==> config.mk <==
export PLATFORM = sky130hd
export DESIGN_NAME = id_ex_stage
export DESIGN_NICKNAME = d
export VERILOG_FILES = /design/src/rtl/core_pkg.sv /design/src/rtl/operand_forward_unit.sv /design/src/rtl/id_ex_stage.sv
export SDC_FILE = /design/constraint.sdc
export NUM_CORES = 1
export LEC_CHECK = 0
export CAP_MARGIN = 20
export CORE_MARGIN = 2
export CORE_UTILIZATION = 43
export DETAILED_ROUTE_END_ITERATION = 8
export PLACE_DENSITY = 0.84
export RECOVER_POWER = 50
export SYNTH_ARGS = -nofsm -noshare
export SYNTH_HDL_FRONTEND = slang
export SYNTH_SLANG_ARGS = --single-unit
==> constraint.sdc <==
create_clock -name i_clk -period 2.6 [get_ports i_clk]
set_input_delay 0.52 -clock i_clk [delete_from_list [all_inputs] [get_ports i_clk]]
set_output_delay 0.52 -clock i_clk [all_outputs]
set_load 0.05 [all_outputs]
==> src/rtl/core_pkg.sv <==
// Shared RV32I core definitions: widths, ALU select codes and control-bit positions.
package core_pkg;

  localparam int XLEN       = 32;
  localparam int REG_ADDR_W = 5;

  typedef enum logic [2:0] {
    ALU_ADD     = 3'd0,
    ALU_SLL     = 3'd1,
    ALU_SLT     = 3'd2,
    ALU_SLTU    = 3'd3,
    ALU_XOR     = 3'd4,
    ALU_SRL_SRA = 3'd5,
    ALU_OR      = 3'd6,
    ALU_AND     = 3'd7
  } alu_sel_e;

  // rotate doubles as the arithmetic-shift flag when sel is ALU_SRL_SRA
  typedef struct packed {
    logic     rotate;
    alu_sel_e sel;
  } alu_op_t;

  localparam int MEM_READ_BIT  = 1;
  localparam int MEM_WRITE_BIT = 0;
  localparam int OP1_PC_BIT    = 1;
  localparam int OP2_IMM_BIT   = 0;

endpackage

==> src/rtl/operand_forward_unit.sv <==
// Three-way operand bypass: EX/MEM result, then MEM/WB result, then the registered value.
module operand_forward_unit
  import core_pkg::*;
#(
  parameter int DATA_W = XLEN,
  parameter int ADDR_W = REG_ADDR_W
) (
  input  logic [ADDR_W-1:0] i_rs_addr,
  input  logic [DATA_W-1:0] i_rs_data,
  input  logic [ADDR_W-1:0] i_exmem_rd,
  input  logic [DATA_W-1:0] i_exmem_result,
  input  logic [ADDR_W-1:0] i_memwb_rd,
  input  logic [DATA_W-1:0] i_memwb_result,
  output logic [DATA_W-1:0] o_data
);

  // x0 is hardwired to zero, so a zero destination never produces a bypass
  always_comb begin
    o_data = i_rs_data;
    if (i_rs_addr != '0 && i_rs_addr == i_exmem_rd) begin
      o_data = i_exmem_result;
    end else if (i_rs_addr != '0 && i_rs_addr == i_memwb_rd) begin
      o_data = i_memwb_result;
    end
  end

endmodule

==> src/rtl/id_ex_stage.sv <==
// ID/EX pipeline register with operand forwarding, load-use bubble insertion,
// downstream hold and branch flush; feeds the integer ALU directly.
module id_ex_stage #(
  parameter int XLEN       = 32,
  parameter int REG_ADDR_W = 5
) (
  input  logic                  i_clk,
  input  logic                  i_reset,
  input  logic                  i_id_valid,
  input  logic [XLEN-1:0]       i_id_pc,
  input  logic [XLEN-1:0]       i_id_rs1_data,
  input  logic [XLEN-1:0]       i_id_rs2_data,
  input  logic [XLEN-1:0]       i_id_imm,
  input  logic [REG_ADDR_W-1:0] i_id_rs1_addr,
  input  logic [REG_ADDR_W-1:0] i_id_rs2_addr,
  input  logic [REG_ADDR_W-1:0] i_id_rd_addr,
  input  logic [1:0]            i_id_op_sel,
  input  logic [3:0]            i_id_alu_op,
  input  logic [1:0]            i_id_mem_ctrl,
  input  logic                  i_flush,
  input  logic                  i_hold,
  input  logic [REG_ADDR_W-1:0] i_exmem_rd,
  input  logic [XLEN-1:0]       i_exmem_result,
  input  logic [REG_ADDR_W-1:0] i_memwb_rd,
  input  logic [XLEN-1:0]       i_memwb_result,
  output logic                  o_stall_out,
  output logic                  o_ex_valid,
  output logic [XLEN-1:0]       o_alu_data1,
  output logic [XLEN-1:0]       o_alu_data2,
  output logic [2:0]            o_alu_select,
  output logic                  o_alu_rotate,
  output logic [XLEN-1:0]       o_ex_store_data,
  output logic [REG_ADDR_W-1:0] o_ex_rd_addr,
  output logic [1:0]            o_ex_mem_ctrl
);
  import core_pkg::*;

  logic                  r_valid;
  logic [XLEN-1:0]       r_pc;
  logic [XLEN-1:0]       r_rs1_data;
  logic [XLEN-1:0]       r_rs2_data;
  logic [XLEN-1:0]       r_imm;
  logic [REG_ADDR_W-1:0] r_rs1_addr;
  logic [REG_ADDR_W-1:0] r_rs2_addr;
  logic [REG_ADDR_W-1:0] r_rd;
  logic [1:0]            r_op_sel;
  alu_op_t               r_alu_op;
  logic [1:0]            r_mem_ctrl;

  logic [XLEN-1:0]       w_fwd_rs1;
  logic [XLEN-1:0]       w_fwd_rs2;
  logic                  w_rs1_hit;
  logic                  w_rs2_hit;
  logic                  w_load_use;

  // A store always reads rs2 even though op2 is the immediate
  assign w_rs1_hit  = (i_id_rs1_addr == r_rd) && !i_id_op_sel[OP1_PC_BIT];
  assign w_rs2_hit  = (i_id_rs2_addr == r_rd) &&
                      (!i_id_op_sel[OP2_IMM_BIT] || i_id_mem_ctrl[MEM_WRITE_BIT]);
  assign w_load_use = r_valid && r_mem_ctrl[MEM_READ_BIT] && (r_rd != '0) &&
                      i_id_valid && (w_rs1_hit || w_rs2_hit);

  assign o_stall_out = !i_flush && (i_hold || w_load_use);

  operand_forward_unit #(.DATA_W(XLEN), .ADDR_W(REG_ADDR_W)) u_fwd_rs1 (
    .i_rs_addr      (r_rs1_addr),
    .i_rs_data      (r_rs1_data),
    .i_exmem_rd     (i_exmem_rd),
    .i_exmem_result (i_exmem_result),
    .i_memwb_rd     (i_memwb_rd),
    .i_memwb_result (i_memwb_result),
    .o_data         (w_fwd_rs1)
  );

  operand_forward_unit #(.DATA_W(XLEN), .ADDR_W(REG_ADDR_W)) u_fwd_rs2 (
    .i_rs_addr      (r_rs2_addr),
    .i_rs_data      (r_rs2_data),
    .i_exmem_rd     (i_exmem_rd),
    .i_exmem_result (i_exmem_result),
    .i_memwb_rd     (i_memwb_rd),
    .i_memwb_result (i_memwb_result),
    .o_data         (w_fwd_rs2)
  );

  // Reset, flush, load-use and an empty decode slot all leave an all-zero bubble.
  // Under hold the operands absorb the bypass so a retiring producer is not lost.
  always_ff @(posedge i_clk) begin
    if (i_reset || i_flush) begin
      r_valid    <= 1'b0;
      r_pc       <= '0;
      r_rs1_data <= '0;
      r_rs2_data <= '0;
      r_imm      <= '0;
      r_rs1_addr <= '0;
      r_rs2_addr <= '0;
      r_rd       <= '0;
      r_op_sel   <= '0;
      r_alu_op   <= '0;
      r_mem_ctrl <= '0;
    end else if (i_hold) begin
      r_rs1_data <= w_fwd_rs1;
      r_rs2_data <= w_fwd_rs2;
    end else if (w_load_use || !i_id_valid) begin
      r_valid    <= 1'b0;
      r_pc       <= '0;
      r_rs1_data <= '0;
      r_rs2_data <= '0;
      r_imm      <= '0;
      r_rs1_addr <= '0;
      r_rs2_addr <= '0;
      r_rd       <= '0;
      r_op_sel   <= '0;
      r_alu_op   <= '0;
      r_mem_ctrl <= '0;
    end else begin
      r_valid    <= 1'b1;
      r_pc       <= i_id_pc;
      r_rs1_data <= i_id_rs1_data;
      r_rs2_data <= i_id_rs2_data;
      r_imm      <= i_id_imm;
      r_rs1_addr <= i_id_rs1_addr;
      r_rs2_addr <= i_id_rs2_addr;
      r_rd       <= i_id_rd_addr;
      r_op_sel   <= i_id_op_sel;
      r_alu_op   <= alu_op_t'(i_id_alu_op);
      r_mem_ctrl <= i_id_mem_ctrl;
    end
  end

  assign o_ex_valid      = r_valid;
  assign o_alu_data1     = r_op_sel[OP1_PC_BIT]  ? r_pc  : w_fwd_rs1;
  assign o_alu_data2     = r_op_sel[OP2_IMM_BIT] ? r_imm : w_fwd_rs2;
  assign o_alu_select    = r_alu_op.sel;
  assign o_alu_rotate    = r_alu_op.rotate;
  assign o_ex_store_data = w_fwd_rs2;
  assign o_ex_rd_addr    = r_rd;
  assign o_ex_mem_ctrl   = r_mem_ctrl;

endmodule

==> results of run 1 <==
[synth_stat cells (all sizes together) (32+ instances only)]
cell / number
dfxtp: 152
o31ai: 32
o21ai: 64
clkbuf: 69
mux2: 32
nor2: 34
nand3: 35
a311oi: 32
a31oi: 32
nand2: 33
a22o: 120
o2bb2ai: 32
nor3: 36
a21boi: 32
[cell families after synthesis]
group / count (synthesis) / synth area share (%)
AO/OA/AOI/OAI: 354 / 40.0
flip-flops: 152 / 38.5
AND/OR/NAND/NOR: 146 / 8.38
buffers and inverters: 91 / 5.21
multiplexers: 32 / 4.56
XOR/XNOR: 30 / 3.33
[metrics by stage]
| stage | util [%] | hold slack, ns |
|---|---|---|
| 2_1_floorplan | - | 0.437 |
| 3_3_place_gp | 78.6 | 0.452 |
| 3_5_place_dp | 78.6 | 0.460 |
| 4_1_cts | 89.0 | 0.479 |
[repair_timing]
action	4_1_cts
pin swaps	28
resized for setup	175
endpoints found under the setup margin	97
cloned	12
buffers inserted	30
[layer usage]
layer  global-route usage, %  GRT overflow
met1                    85.1             2
met2                    99.6           131
met3                    73.3             4
met4                    94.4           101
met5                    17.3             0
==> impl_metrics.env, run 1 <==
export IMPL_ys_ff_latch=152
export IMPL_grt_util_all_layers_pct=86.0
export IMPL_dpl_cell_count=1443
export IMPL_synthCells=805
export IMPL_yosysTopAreaCell="dfxtp_1"
export IMPL_cts_sinks=152
export IMPL_ios=339
export IMPL_synthTopCellsByArea="dfxtp_1 (39%), a22o_1 (13%), a31oi_4 (8.1%)"
export IMPL_seq_area_frac_synth_pct=38.5
export IMPL_root_buffer="clkbuf_16"
export IMPL_stop_stage="global routing"
export IMPL_syn_num_nets=1035
export IMPL_portBuffers=338
export IMPL_rows=49
export IMPL_grt_worst_endpoint="o_alu_data2[1]"
export IMPL_cts_hold_buf=0
export IMPL_dpl_cell_area_mm2=0.0141
export IMPL_die_w_um=139
export IMPL_first_error="[ERROR GRT-0232] Routing congestion too high. Check the congestion heatmap in the GUI."
export IMPL_grt_max_degree=101
export IMPL_cts_buffers=17
export IMPL_start_util_pct=43.9
export IMPL_grt_overflow=238
export IMPL_synthFlopType="dfxtp_1"
export IMPL_netlist_area_leader_share_pct=38.5
export IMPL_dp_hpwl_um=24300
export IMPL_antenna_found_initial=12
export IMPL_gp_routability_congestion=0.898
export IMPL_fp_dieH_um=139
export IMPL_place_ws_ns=-0.681
export IMPL_htreeDepth=4
export IMPL_synthArstFlopShare_pct=0
export IMPL_synth_area_per_cell_um2=9.81
export IMPL_synth_edf_count=0
export IMPL_outcome="stopped before the end"
export IMPL_ys_warn_count=0
export IMPL_clock_path_buffers=2
export IMPL_worstEpCategory="top-level output"
export IMPL_netlist_cell_type_count=37
export IMPL_netlist_area_mm2=0.00789
==> run 2: changes to the inputs <==
--- a/config.mk
+++ b/config.mk
@@ -7,9 +7,9 @@
 export LEC_CHECK = 0
 export CAP_MARGIN = 20
 export CORE_MARGIN = 2
-export CORE_UTILIZATION = 43
+export CORE_UTILIZATION = 35
 export DETAILED_ROUTE_END_ITERATION = 8
-export PLACE_DENSITY = 0.84
+export PLACE_DENSITY_LB_ADDON = 0.15
 export RECOVER_POWER = 50
 export SYNTH_ARGS = -nofsm -noshare
 export SYNTH_HDL_FRONTEND = slang
==> impl_metrics.env, run 2 <==
export IMPL_dp_hpwl_um=22700
export IMPL_fp_dieH_um=154
export IMPL_setup_slack_ns=-0.589
export IMPL_cts_hold_buf=0
export IMPL_arrival_ns=2.67
export IMPL_worst_setup_path_type="reg2out"
export IMPL_ant_nets=0
export IMPL_cts_sinks=152
export IMPL_violations="setup timing"
export IMPL_rows=54
export IMPL_synth_edf_count=0
export IMPL_fmax_mhz=314
export IMPL_netlist_area_leader_share_pct=38.5
export IMPL_seq_area_frac_synth_pct=38.5
export IMPL_netlist_area_mm2=0.00789
export IMPL_synthTopCellsByArea="dfxtp_1 (39%), a22o_1 (13%), a31oi_4 (8.1%)"
export IMPL_grt_util_all_layers_pct=32.6
export IMPL_ys_ff_latch=152
export IMPL_die_w_um=154
export IMPL_fillers=1306
export IMPL_final_cell_mix="clkdlybuf4s50_1 (214), dfxtp_1 (143), a22o_1 (120), buf_4 (100), buf_12 (94)"
export IMPL_hold_path_class="in2reg"
export IMPL_min_from="i_id_rs1_addr[3]"
export IMPL_cp_end_kind="output port"
export IMPL_finish_instance_area_mm2=0.0173
export IMPL_grt_max_degree=64
export IMPL_synthToLayoutAreaGrowth_pct=119
export IMPL_max_cap_violations=0
export IMPL_share_seq_of_total_power_pct=36.2
export IMPL_tns_ns=-51.64
export IMPL_clock_path_buffers=2
export IMPL_period_needed_ns=3.19
export IMPL_clkPwrFrac_pct=39.3
export IMPL_syn_num_nets=1035
export IMPL_yosysTopAreaCell="dfxtp_1"
export IMPL_synthArstFlopShare_pct=0
export IMPL_nNetsFinal=1512
export IMPL_ys_warn_count=0
export IMPL_tightest_slew_ns=0.697
export IMPL_combPwrFrac_pct=24.6
export IMPL_clk_insertion_delay_late_ns=0.43
export IMPL_synthCells=805
export IMPL_grt_overflow=0
export IMPL_drtIter0Drc=575
export IMPL_grt_setup_unrepaired="true"
export IMPL_drt_total_wl_um=41000
export IMPL_p_int_w=0.00476
export IMPL_dr_pass1_iters=5
export IMPL_p_leak_nw=6.37
export IMPL_grt_pass1_vias=9875
export IMPL_setup_viol=242
export IMPL_critPathRequiredTime_ns=2.08
export IMPL_hold_viol_final=0
export IMPL_fin_crit_sh_pct=123
export IMPL_gp_routability_congestion=0.846
export IMPL_portBuffers=338
export IMPL_skew_ns=0.0124
export IMPL_power_switching_w=0.00190
export IMPL_maxSlewHeadroom_pct=53.5
export IMPL_r2r_slack_ns=-0.05
export IMPL_wl_per_cell_um=26.0
export IMPL_synthFlopType="dfxtp_1"
export IMPL_drv_slew=0
export IMPL_antenna_found_initial=3
export IMPL_ir_drop_mv=0.347
export IMPL_htreeDepth=4
export IMPL_synth_area_per_cell_um2=9.81
export IMPL_startpoint="r_rs2_addr[0]$_SDFFE_PP0N_"
export IMPL_netlist_cell_type_count=37
export IMPL_final_common_cell="clkdlybuf4s50_1"
export IMPL_core_mm2=0.0220
export IMPL_start_util_pct=35.9
export IMPL_dpl_cell_area_mm2=0.0138
export IMPL_outcome="complete, but fails checks"
export IMPL_synthTopCellsByCount="dfxtp_1 (152), a22o_1 (120), clkbuf_1 (69)"
export IMPL_cts_tree="done"
export IMPL_cts_buffers=17
export IMPL_crit_fanout=8
export IMPL_powerDensity_mw_per_mm2=386
export IMPL_root_buffer="clkbuf_16"
export IMPL_drive_gt1_share_pct=46.0
export IMPL_switching_share_pct=28.5
export IMPL_ios=339
export IMPL_timing_rr_start="o_ex_rd_addr[0]$_SDFFE_PP0N_"
export IMPL_drc=0
export IMPL_cts_clk_slew_worst_paths_ns=0.07
export IMPL_crit_path_start_kind="flip-flop"
export IMPL_dieArea_mm2=0.0238
export IMPL_yosysMostFrequentCell="dfxtp_1"
export IMPL_dr_total_vias=9232
export IMPL_viasPerCell=5.86
export IMPL_grt_pass1_wl_um=59500
[run 2: final timing paths]
check,to,depth (start not counted)
setup / recovery,o_alu_data2[10],8
hold / removal,r_rs1_addr[3]$_SDFFE_PP0N_,3
setup reg to reg,r_rs1_data[7]$_SDFF_PP0_,9
hold reg to reg,o_alu_rotate$_SDFFE_PP0N_,1
[run 2: layout make-up]
class | instances | area [um^2] | share of cell area [%]
inverter | 3 | 11.3 | 0.0653
sequential | 152 | 3060 | 17.7
clock buffer | 20 | 447 | 2.59
antenna | 3 | 7.51 | 0.0435
multi-input combinational | 562 | 6500 | 37.7
clock inverter | 10 | 145 | 0.841
tap | 280 | 350 | 2.03
timing repair buffer | 546 | 6730 | 39.0
[run 2: metal layers]
| layer | vias to the layer above | GRT usage, % | share of wire (%) |
|---|---|---|---|
| met5 | - | 0 | 0 |
| met4 | 0 | 15.5 | 3.8 |
| met3 | 97 | 9.97 | 8.1 |
| met2 | 480 | 54.2 | 49 |
| met1 | 4559 | 38.6 | 39 |
| li1 | 4096 | - | - |
[run 2: cell families after synthesis]
kind of cell,after synthesis,synth area share [%]
DFF,152,38.5
AOI/OAI and AO/OA,354,40.0
buffers and inverters,91,5.21
muxes,32,4.56
and+or+nand+nor,146,8.38
xor gates and xnor gates,30,3.33
[run 2: through the flow]
stage	util (%)	std cells	total power [W]	setup slack [ns]	hold slack (ns)
final	78.6	1576	0.00667	-0.589	0.456
after global routing	78.6	1576	0.00683	-0.651	0.479
after global placement	62.8	1490	0.00373	-0.517	0.456
after detailed placement	62.8	1490	0.00373	-0.547	0.454
after CTS	76.5	1570	0.00660	-0.529	0.477
after floorplan	-	805	0.00297	-0.0960	0.437
[run 2: critical path, cell delays in order (launching register included)]
cell and delay, ns:
dfxtp_2 0.32, or4_4 0.56, buf_6 0.15, o211a_4 0.32
buf_16 0.19, nand3_2 0.11, a31oi_4 0.11, mux2_4 0.31
buf_12 0.15
[run 2: what timing repair did]
item,4_1_cts,5_1_grt
setup endpoints to repair,97,97
pin swaps,51,70
resized for setup,304,95
setup buffers,49,17
gates cloned,28,1
[run 2: power by group through the flow]
stage               clock, W  combinational [W]  sequential [W]
floorplan                  0           0.000507         0.00246
global placement           0            0.00127         0.00246
detailed placement         0            0.00127         0.00246
CTS                  0.00263            0.00156         0.00241
global route         0.00272            0.00169         0.00241
finish               0.00262            0.00164         0.00241
Power figures use the tool's default switching activity.
